--- src/rtl/beacon_freq_classifier.sv ---
// IR beacon period classifier: measures rising-edge spacing of ir_in and
// turns a run of MATCH_N equal band classifications into a stable 2-bit code.
// Ports:
//   clock        system clock
//   reset        synchronous active-low reset
//   ir_in        raw asynchronous photodetector input
//   signal       debounced beacon code (00 none, 01/10/11 band 1/2/3)
//   period_out   last measured period in clock cycles
//   period_valid one-cycle strobe when period_out updates
//   locked       high while signal is non-zero
module beacon_freq_classifier #(
  parameter int PERIOD_W = 20,
  parameter int B1_MIN   = 90000,
  parameter int B1_MAX   = 110000,
  parameter int B2_MIN   = 36000,
  parameter int B2_MAX   = 44000,
  parameter int B3_MIN   = 18000,
  parameter int B3_MAX   = 22000,
  parameter int MATCH_N  = 4,
  parameter int TIMEOUT  = 500000
) (
  input  logic                clock,
  input  logic                reset,
  input  logic                ir_in,
  output logic [1:0]          signal,
  output logic [PERIOD_W-1:0] period_out,
  output logic                period_valid,
  output logic                locked
);

  localparam logic [PERIOD_W-1:0] B1L = PERIOD_W'(B1_MIN);
  localparam logic [PERIOD_W-1:0] B1H = PERIOD_W'(B1_MAX);
  localparam logic [PERIOD_W-1:0] B2L = PERIOD_W'(B2_MIN);
  localparam logic [PERIOD_W-1:0] B2H = PERIOD_W'(B2_MAX);
  localparam logic [PERIOD_W-1:0] B3L = PERIOD_W'(B3_MIN);
  localparam logic [PERIOD_W-1:0] B3H = PERIOD_W'(B3_MAX);
  localparam logic [PERIOD_W-1:0] TO  = PERIOD_W'(TIMEOUT);
  localparam logic [PERIOD_W-1:0] ONE = PERIOD_W'(1);
  localparam logic [3:0]          MN  = 4'(MATCH_N);

  typedef enum logic {
    IDLE,
    MEASURE
  } state_t;

  state_t              state;
  logic                sync1;
  logic                sync2;
  logic                sync3;
  logic                rise;
  logic                expire;
  logic [PERIOD_W-1:0] cnt;
  logic [1:0]          cand;
  logic [3:0]          match;
  logic [1:0]          cls;
  logic [1:0]          nxt_cand;
  logic [3:0]          nxt_match;

  always_ff @(posedge clock) begin
    if (!reset) begin
      sync1 <= 1'b0;
      sync2 <= 1'b0;
      sync3 <= 1'b0;
    end else begin
      sync1 <= ir_in;
      sync2 <= sync1;
      sync3 <= sync2;
    end
  end

  assign rise = sync2 & ~sync3;

  // An edge in the same cycle as the timeout wins: the period is captured.
  assign expire = (state == MEASURE) && !rise && (cnt == TO);

  always_comb begin
    cls = 2'b00;
    unique case (1'b1)
      (period_out >= B1L && period_out <= B1H): cls = 2'b01;
      (period_out >= B2L && period_out <= B2H): cls = 2'b10;
      (period_out >= B3L && period_out <= B3H): cls = 2'b11;
      default:                                  cls = 2'b00;
    endcase
  end

  always_comb begin
    nxt_cand  = cls;
    nxt_match = 4'd1;
    if (cls == cand) begin
      nxt_cand  = cand;
      nxt_match = (match >= MN) ? MN : match + 4'd1;
    end
  end

  always_ff @(posedge clock) begin
    if (!reset) begin
      state        <= IDLE;
      cnt          <= '0;
      period_out   <= '0;
      period_valid <= 1'b0;
      cand         <= 2'b00;
      match        <= 4'd0;
      signal       <= 2'b00;
      locked       <= 1'b0;
    end else begin
      period_valid <= 1'b0;
      unique case (state)
        IDLE: begin
          cnt <= '0;
          if (rise) begin
            cnt   <= ONE;
            state <= MEASURE;
          end
        end
        MEASURE: begin
          if (rise) begin
            period_out   <= cnt;
            period_valid <= 1'b1;
            cnt          <= ONE;
          end else if (expire) begin
            cnt   <= '0;
            state <= IDLE;
          end else begin
            cnt <= cnt + ONE;
          end
        end
      endcase
      // Consensus runs one cycle after capture, on the registered period.
      if (expire) begin
        cand   <= 2'b00;
        match  <= 4'd0;
        signal <= 2'b00;
        locked <= 1'b0;
      end else if (period_valid) begin
        cand  <= nxt_cand;
        match <= nxt_match;
        if (nxt_match == MN) begin
          signal <= nxt_cand;
          locked <= (nxt_cand != 2'b00);
        end
      end
    end
  end

endmodule

--- config.mk ---
export PLATFORM = sky130hd
export DESIGN_NAME = beacon_freq_classifier
export DESIGN_NICKNAME = d
export VERILOG_FILES = /design/src/rtl/beacon_freq_classifier.sv
export SDC_FILE = /design/constraint.sdc
export NUM_CORES = 1
export LEC_CHECK = 0
export BUFFER_PORTS_ARGS = -buffer_cell sky130_fd_sc_hd__buf_2
export CELL_PAD_IN_SITES_DETAIL_PLACEMENT = 0
export CELL_PAD_IN_SITES_GLOBAL_PLACEMENT = 1
export CORE_MARGIN = 2
export CORE_UTILIZATION = 40
export DETAILED_ROUTE_END_ITERATION = 12
export GPL_TIMING_DRIVEN = 0
export PLACE_DENSITY_LB_ADDON = 0.1
export SETUP_SLACK_MARGIN = 0.4
export SYNTH_ARGS = -nofsm -noshare
export SYNTH_HDL_FRONTEND = slang
export SYNTH_SLANG_ARGS = --single-unit
--- constraint.sdc ---
create_clock -name clock -period 2.67 [get_ports clock]
set_input_delay 0.267 -clock clock [delete_from_list [all_inputs] [get_ports clock]]
set_output_delay 0.267 -clock clock [all_outputs]
set_load 0.05 [all_outputs]
-- Word level (Yosys, flattened, before mapping)
Cells that the tools add are included.
- flip-flop bits (word level): 54
- word-level logic and storage cells: 50
- input port bits: 3
- output and inout port bits: 24
- $lt $le $gt $ge: 7
- bitwise gates (word level): 4
- reduce and logical (&&, ||, !) cells: 11
- eq/ne operators: 3
- add/subtract/negate cells: 2
- multiplexer cells: 12
- operators by type and width (kind ; count):
    two-way mux 20 bit ; 2
    one-hot mux 20 bit (2 select lines) ; 1
    adder 20 x 1 -> 20 bit, second input constant ; 1
    equality test 20 x 19 -> 1 bit, second input constant ; 1
    >= comparator 20 x 15 -> 1 bit, second input constant ; 1
    >= comparator 20 x 16 -> 1 bit, second input constant ; 1
    >= comparator 20 x 17 -> 1 bit, second input constant ; 1
    less-or-equal comparator 20 x 15 -> 1 bit, second input constant ; 1
    less-or-equal comparator 20 x 16 -> 1 bit, second input constant ; 1
    less-or-equal comparator 20 x 17 -> 1 bit, second input constant ; 1
    two-way mux 4 bit ; 2
    one-hot mux 2 bit (3 select lines) ; 1
    AND reduction 2 bit ; 3
    logical AND 1 bit ; 5
    adder 4 x 1 -> 4 bit, second input constant ; 1
    equality test 4 x 3 -> 1 bit, second input constant ; 1
    >= comparator 4 x 3 -> 1 bit, second input constant ; 1
    two-way mux 1 bit ; 4
    inverter 1 bit ; 3
    equality test 2 bit ; 1
    two-way mux 2 bit ; 1
    one-hot mux 1 bit (2 select lines) ; 1
    nonzero test 2 bit ; 1
    OR reduction 2 bit ; 1
    2 further kinds ; 2

-- Depth between registers and ports, before layout
- word-level depth: 8
- mapped depth: 8

-- Worst setup path after synthesis
OpenSTA, ideal clock, no wires.
- kind: reg-to-reg
- from: reg period_out[14]
- to: reg signal[1]
- stages on the path, launching flop included: 9
- setup slack: 0.289 ns
- arrival: 2.249 ns
- library setup time: 0.132 ns
- data required time: 2.538 ns
- path through: dfxtp_1 > buf_6 > nand4bb_1 > nor3_2 > mux2i_2 > a22o_2 > or2b_1 > a31oi_1 > a211oi_2
- longest elaborated chain between the ends: 7
- ends and longest elaborated chain (what ; line ; text):
    start: declaration ; 26 ; output logic [PERIOD_W-1:0] period_out,
    start signal: assignment ; 117 ; period_out <= cnt;
    >= comparator 20 x 15 -> 1 bit, or another cell as far along ; 81 ; (period_out >= B3L && period_out <= B3H): cls = 2'b11;
    logical AND 1 bit (on tied branches) ; 81, 79, 80 ;
    one-hot mux 2 bit (3 select lines) * ; 78 ; unique case (1'b1)
    equality test 2 bit ; 89 ; if (cls == cand) begin
    two-way mux 4 bit ; 89 ;
    equality test 4 x 3 -> 1 bit ; 137 ; if (nxt_match == MN) begin
    AND reduction 2 bit (no source line) ; n/a ;
    end signal: assignment ; 138 ; signal <= nxt_cand;
    end: declaration ; 25 ; output logic [1:0] signal,
Every way passes the cells marked *; elsewhere a longest branch is shown, timed or not.
A chain may end at the register's enable or synchronous reset.

-- Final worst setup path
- from: reg period_out[9]
- to: reg locked
- longest elaborated chain between the ends: 7
- ends and longest elaborated chain (what ; line ; text):
    >= comparator 20 x 15 -> 1 bit, or another cell as far along ; 81 ;
    logical AND 1 bit (on tied branches) ; 81, 79, 80 ;
    one-hot mux 2 bit (3 select lines) * ; 78 ;
    equality test 2 bit ; 89 ;
    two-way mux 4 bit ; 89 ;
    equality test 4 x 3 -> 1 bit ; 137 ;
    AND reduction 2 bit (no source line) ; n/a ;
    end signal: assignment ; 139 ; locked <= (nxt_cand != 2'b00);
    end: declaration ; 28 ; output logic locked
Marked as above.

==> metrics <==
pre-CTS setup slack 0.317 ns; max frequency approximately 470 MHz; CTS clock-pin slew for the worst setup and hold paths about 0.11 ns; # IOs 27; vias per cell 5.22; Vias ~2100; reg2reg path depth 7; status finished, final reports clean; setup repair after global routing missed its margin false; Synth top cells by count dfxtp_1 (54), nand2_1 (48), nor2_1 (32), a21boi_0 (21), nand3_1 (14); fin crit share 0.795; Post-synth ARST share 0; Nets 337; final hold violation count 0; CP max FO 9; H-tree Lvls 2; Non-Filler Instances 409; critical path launch point type flip-flop; number of buffers added for setup after CTS 0; TritonCTS sink count 54; type of the worst setup path flip-flop to flip-flop; row cnt 29; synthesized flop and latch total 54; DP Cell Count 401; GPL Wtd Cong around 0.74; die width 85.5 um; maximum clock path buffer count 2; worst setup path end locked; ys flop type dfxtp_1; Final Skew 0.0150 ns; filler instances 630; Cell Area, Placed 0.00288 mm^2; Port Buf Inserts 25; core area roughly 0.0064 mm^2; first-pass GRT wire length 9910 um; Clock Latency Late Sink 0.32 ns; YS warnings 0; Tightest Pin Transition approximately 0.59 ns; post-route cell area 0.00305 mm^2; Critical Path End Type flip-flop; Final Max Tran Viols 0; hold_sp ir_in; Die ar. 0.00731 mm^2; Routed WL roughly 6000 um; TritonCTS clock tree done; Hold-fix buffers, CTS 0; Initial Utilization 0.416; Synth area leader dfxtp_1; area of the multi-input gates about 0.0015 mm^2; max cap viols 0; setup TNS 0 ns; Crit Reg-Reg Endpoint locked; most frequent cell after synthesis dfxtp_1; Power Dens Cells 461 mW/mm^2; Worst Path Required 2.88 ns; final setup margin approximately 0.55 ns; largest net degree at the start of global routing 18; Iteration-0 DRC Markers 89; mean routed wirelength per cell between 10 and 15 um; initial antenna violation count 0; Synth area leaders dfxtp_1 (41%), nand2_1 (6.8%), a21boi_0 (5.9%); DR pass1 iterations 4; total CTS buffers 5; sequential share of the synthesized area 0.407; max_slew headroom 0.604; RR Startpoint period_out[9]; DRC violations left 0; register area 0.00109 mm^2; Peak VDD IR approximately 0.28 mV; reg-to-reg slack, setup 0.55 ns; vias in the first global route 2001; EDFF count, synth 0; grt ovf 0; Leak 1.06 nW; mapped cell area between 0.002 and 0.003 mm^2; # setup viols final 0; Mapped Nets 305; Syn Area/Cell roughly 9 um^2; Worst Setup SP period_out[9]; Final ANT Viol Nets 0; top cell type's share of synthesized area 0.407; post-synthesis cell count 299; die height 85.5 um; All-Layer GR Usage 0.171; # diodes 0; post-layout min period 2.12 ns; clock root buffer clkbuf_8; hold crit path type primary input to flip-flop; Arrival @ worst endpoint 2.33 ns; Cell variety after synth 58; DP HPWL approximately 4300 um; Area growth syn-to-layout 14.7%; layout cell share with drive strength beyond 1 0.202
## per-layer routing
metal  wire (um)  share of wire  up-vias  GRT usage
li1            -              -     1108          -
met1        2990           0.51      982      0.247
met2        2670           0.45       40      0.258
met3         167          0.028        7     0.0327
met4          61          0.010        0     0.0548
met5           0              0        -          0
## critical path, stage by stage (launching register included)
cell and delay [ns]:
dfxtp_1 0.35, buf_6 0.14, and3_1 0.16, o41ai_1 0.24, nand4b_1 0.25, a22o_4 0.37
o41ai_2 0.43, nor2_1 0.08
## layout make-up
type                    count  area share
plain buffers              14      0.0308
clock buffers               5      0.0226
well taps                  77      0.0316
inverters                   8     0.00985
clock inverters             3      0.0148
flip-flops and latches     54       0.357
repair buffers             25      0.0410
multi-input cells         223       0.492
## worst min path at each step
| stage | cells past startpoint | slack, ns | end |
|---|---|---|---|
| after floorplan | 1 | 0.39 | sync1 |
| after CTS | 2 | 0.14 | sync1 |
| after detailed placement | 1 | 0.42 | sync2 |
| after global routing | 2 | 0.15 | sync1 |
| final | 2 | 0.14 | sync1 |
| after global placement | 1 | 0.43 | sync2 |
## sequential cells by signal, indices dropped and copies added (netlist names)
signal        flops
locked            1
signal            2
sync1             1
cnt              20
sync2             1
state             1
period_valid      1
match             4
sync3             1
cand              2
period_out       20
## where the power goes
part           leakage [nW]  total [mW]  internal (mW)  switching, mW
Clock                0.0504       0.561          0.279          0.282
Sequential            0.439       0.813          0.809        0.00435
Combinational         0.574      0.0324         0.0133         0.0191
## placed cells by master, fill, tap and decap left out, drive strengths merged, types with 3 or more instances in the layout
| cell | count |
|---|---|
| dfxtp | 54 |
| nand2 | 49 |
| nor2 | 32 |
| buf | 30 |
| a21boi | 21 |
| nand3 | 14 |
| clkbuf | 13 |
| xnor2 | 12 |
| xor2 | 9 |
| inv | 8 |
| nand4 | 7 |
| and2 | 7 |
| and3 | 5 |
| nor3b | 4 |
| o21ai | 4 |
| nor3 | 4 |
| a21oi | 3 |
| o21a | 3 |
| o31ai | 3 |
| a31oi | 3 |
| ha | 3 |
| o41ai | 3 |
| nand3b | 3 |
| nor4b | 3 |
| nor4 | 3 |
## logic make-up (layout without fill, tap and decap cells)
logic type / after synthesis / count (layout) / share of synthesized area
adders and majority gates: 3 / 3 / 0.0141
buffers and inverters: 22 / 55 / 0.0457
AOI/OAI and AO/OA: 52 / 52 / 0.157
and+or+nand+nor: 144 / 144 / 0.282
muxes: 3 / 3 / 0.0146
DFF: 54 / 54 / 0.407
xor gates and xnor gates: 21 / 21 / 0.0791
## metrics by stage
stage	hold WS (ns)	total power, mW	utilization
after detailed placement	0.423	0.863	0.451
after floorplan	0.394	0.853	-
after global placement	0.434	0.863	0.451
after CTS	0.141	1.42	0.472
after global routing	0.148	1.47	0.477
final	0.144	1.41	0.477
## repair_timing
item,in CTS,in global routing
setup endpoints to repair,13,15
cloned,0,0
pin swaps,0,2
gates resized for setup,3,8
Power figures use the tool's default switching activity.
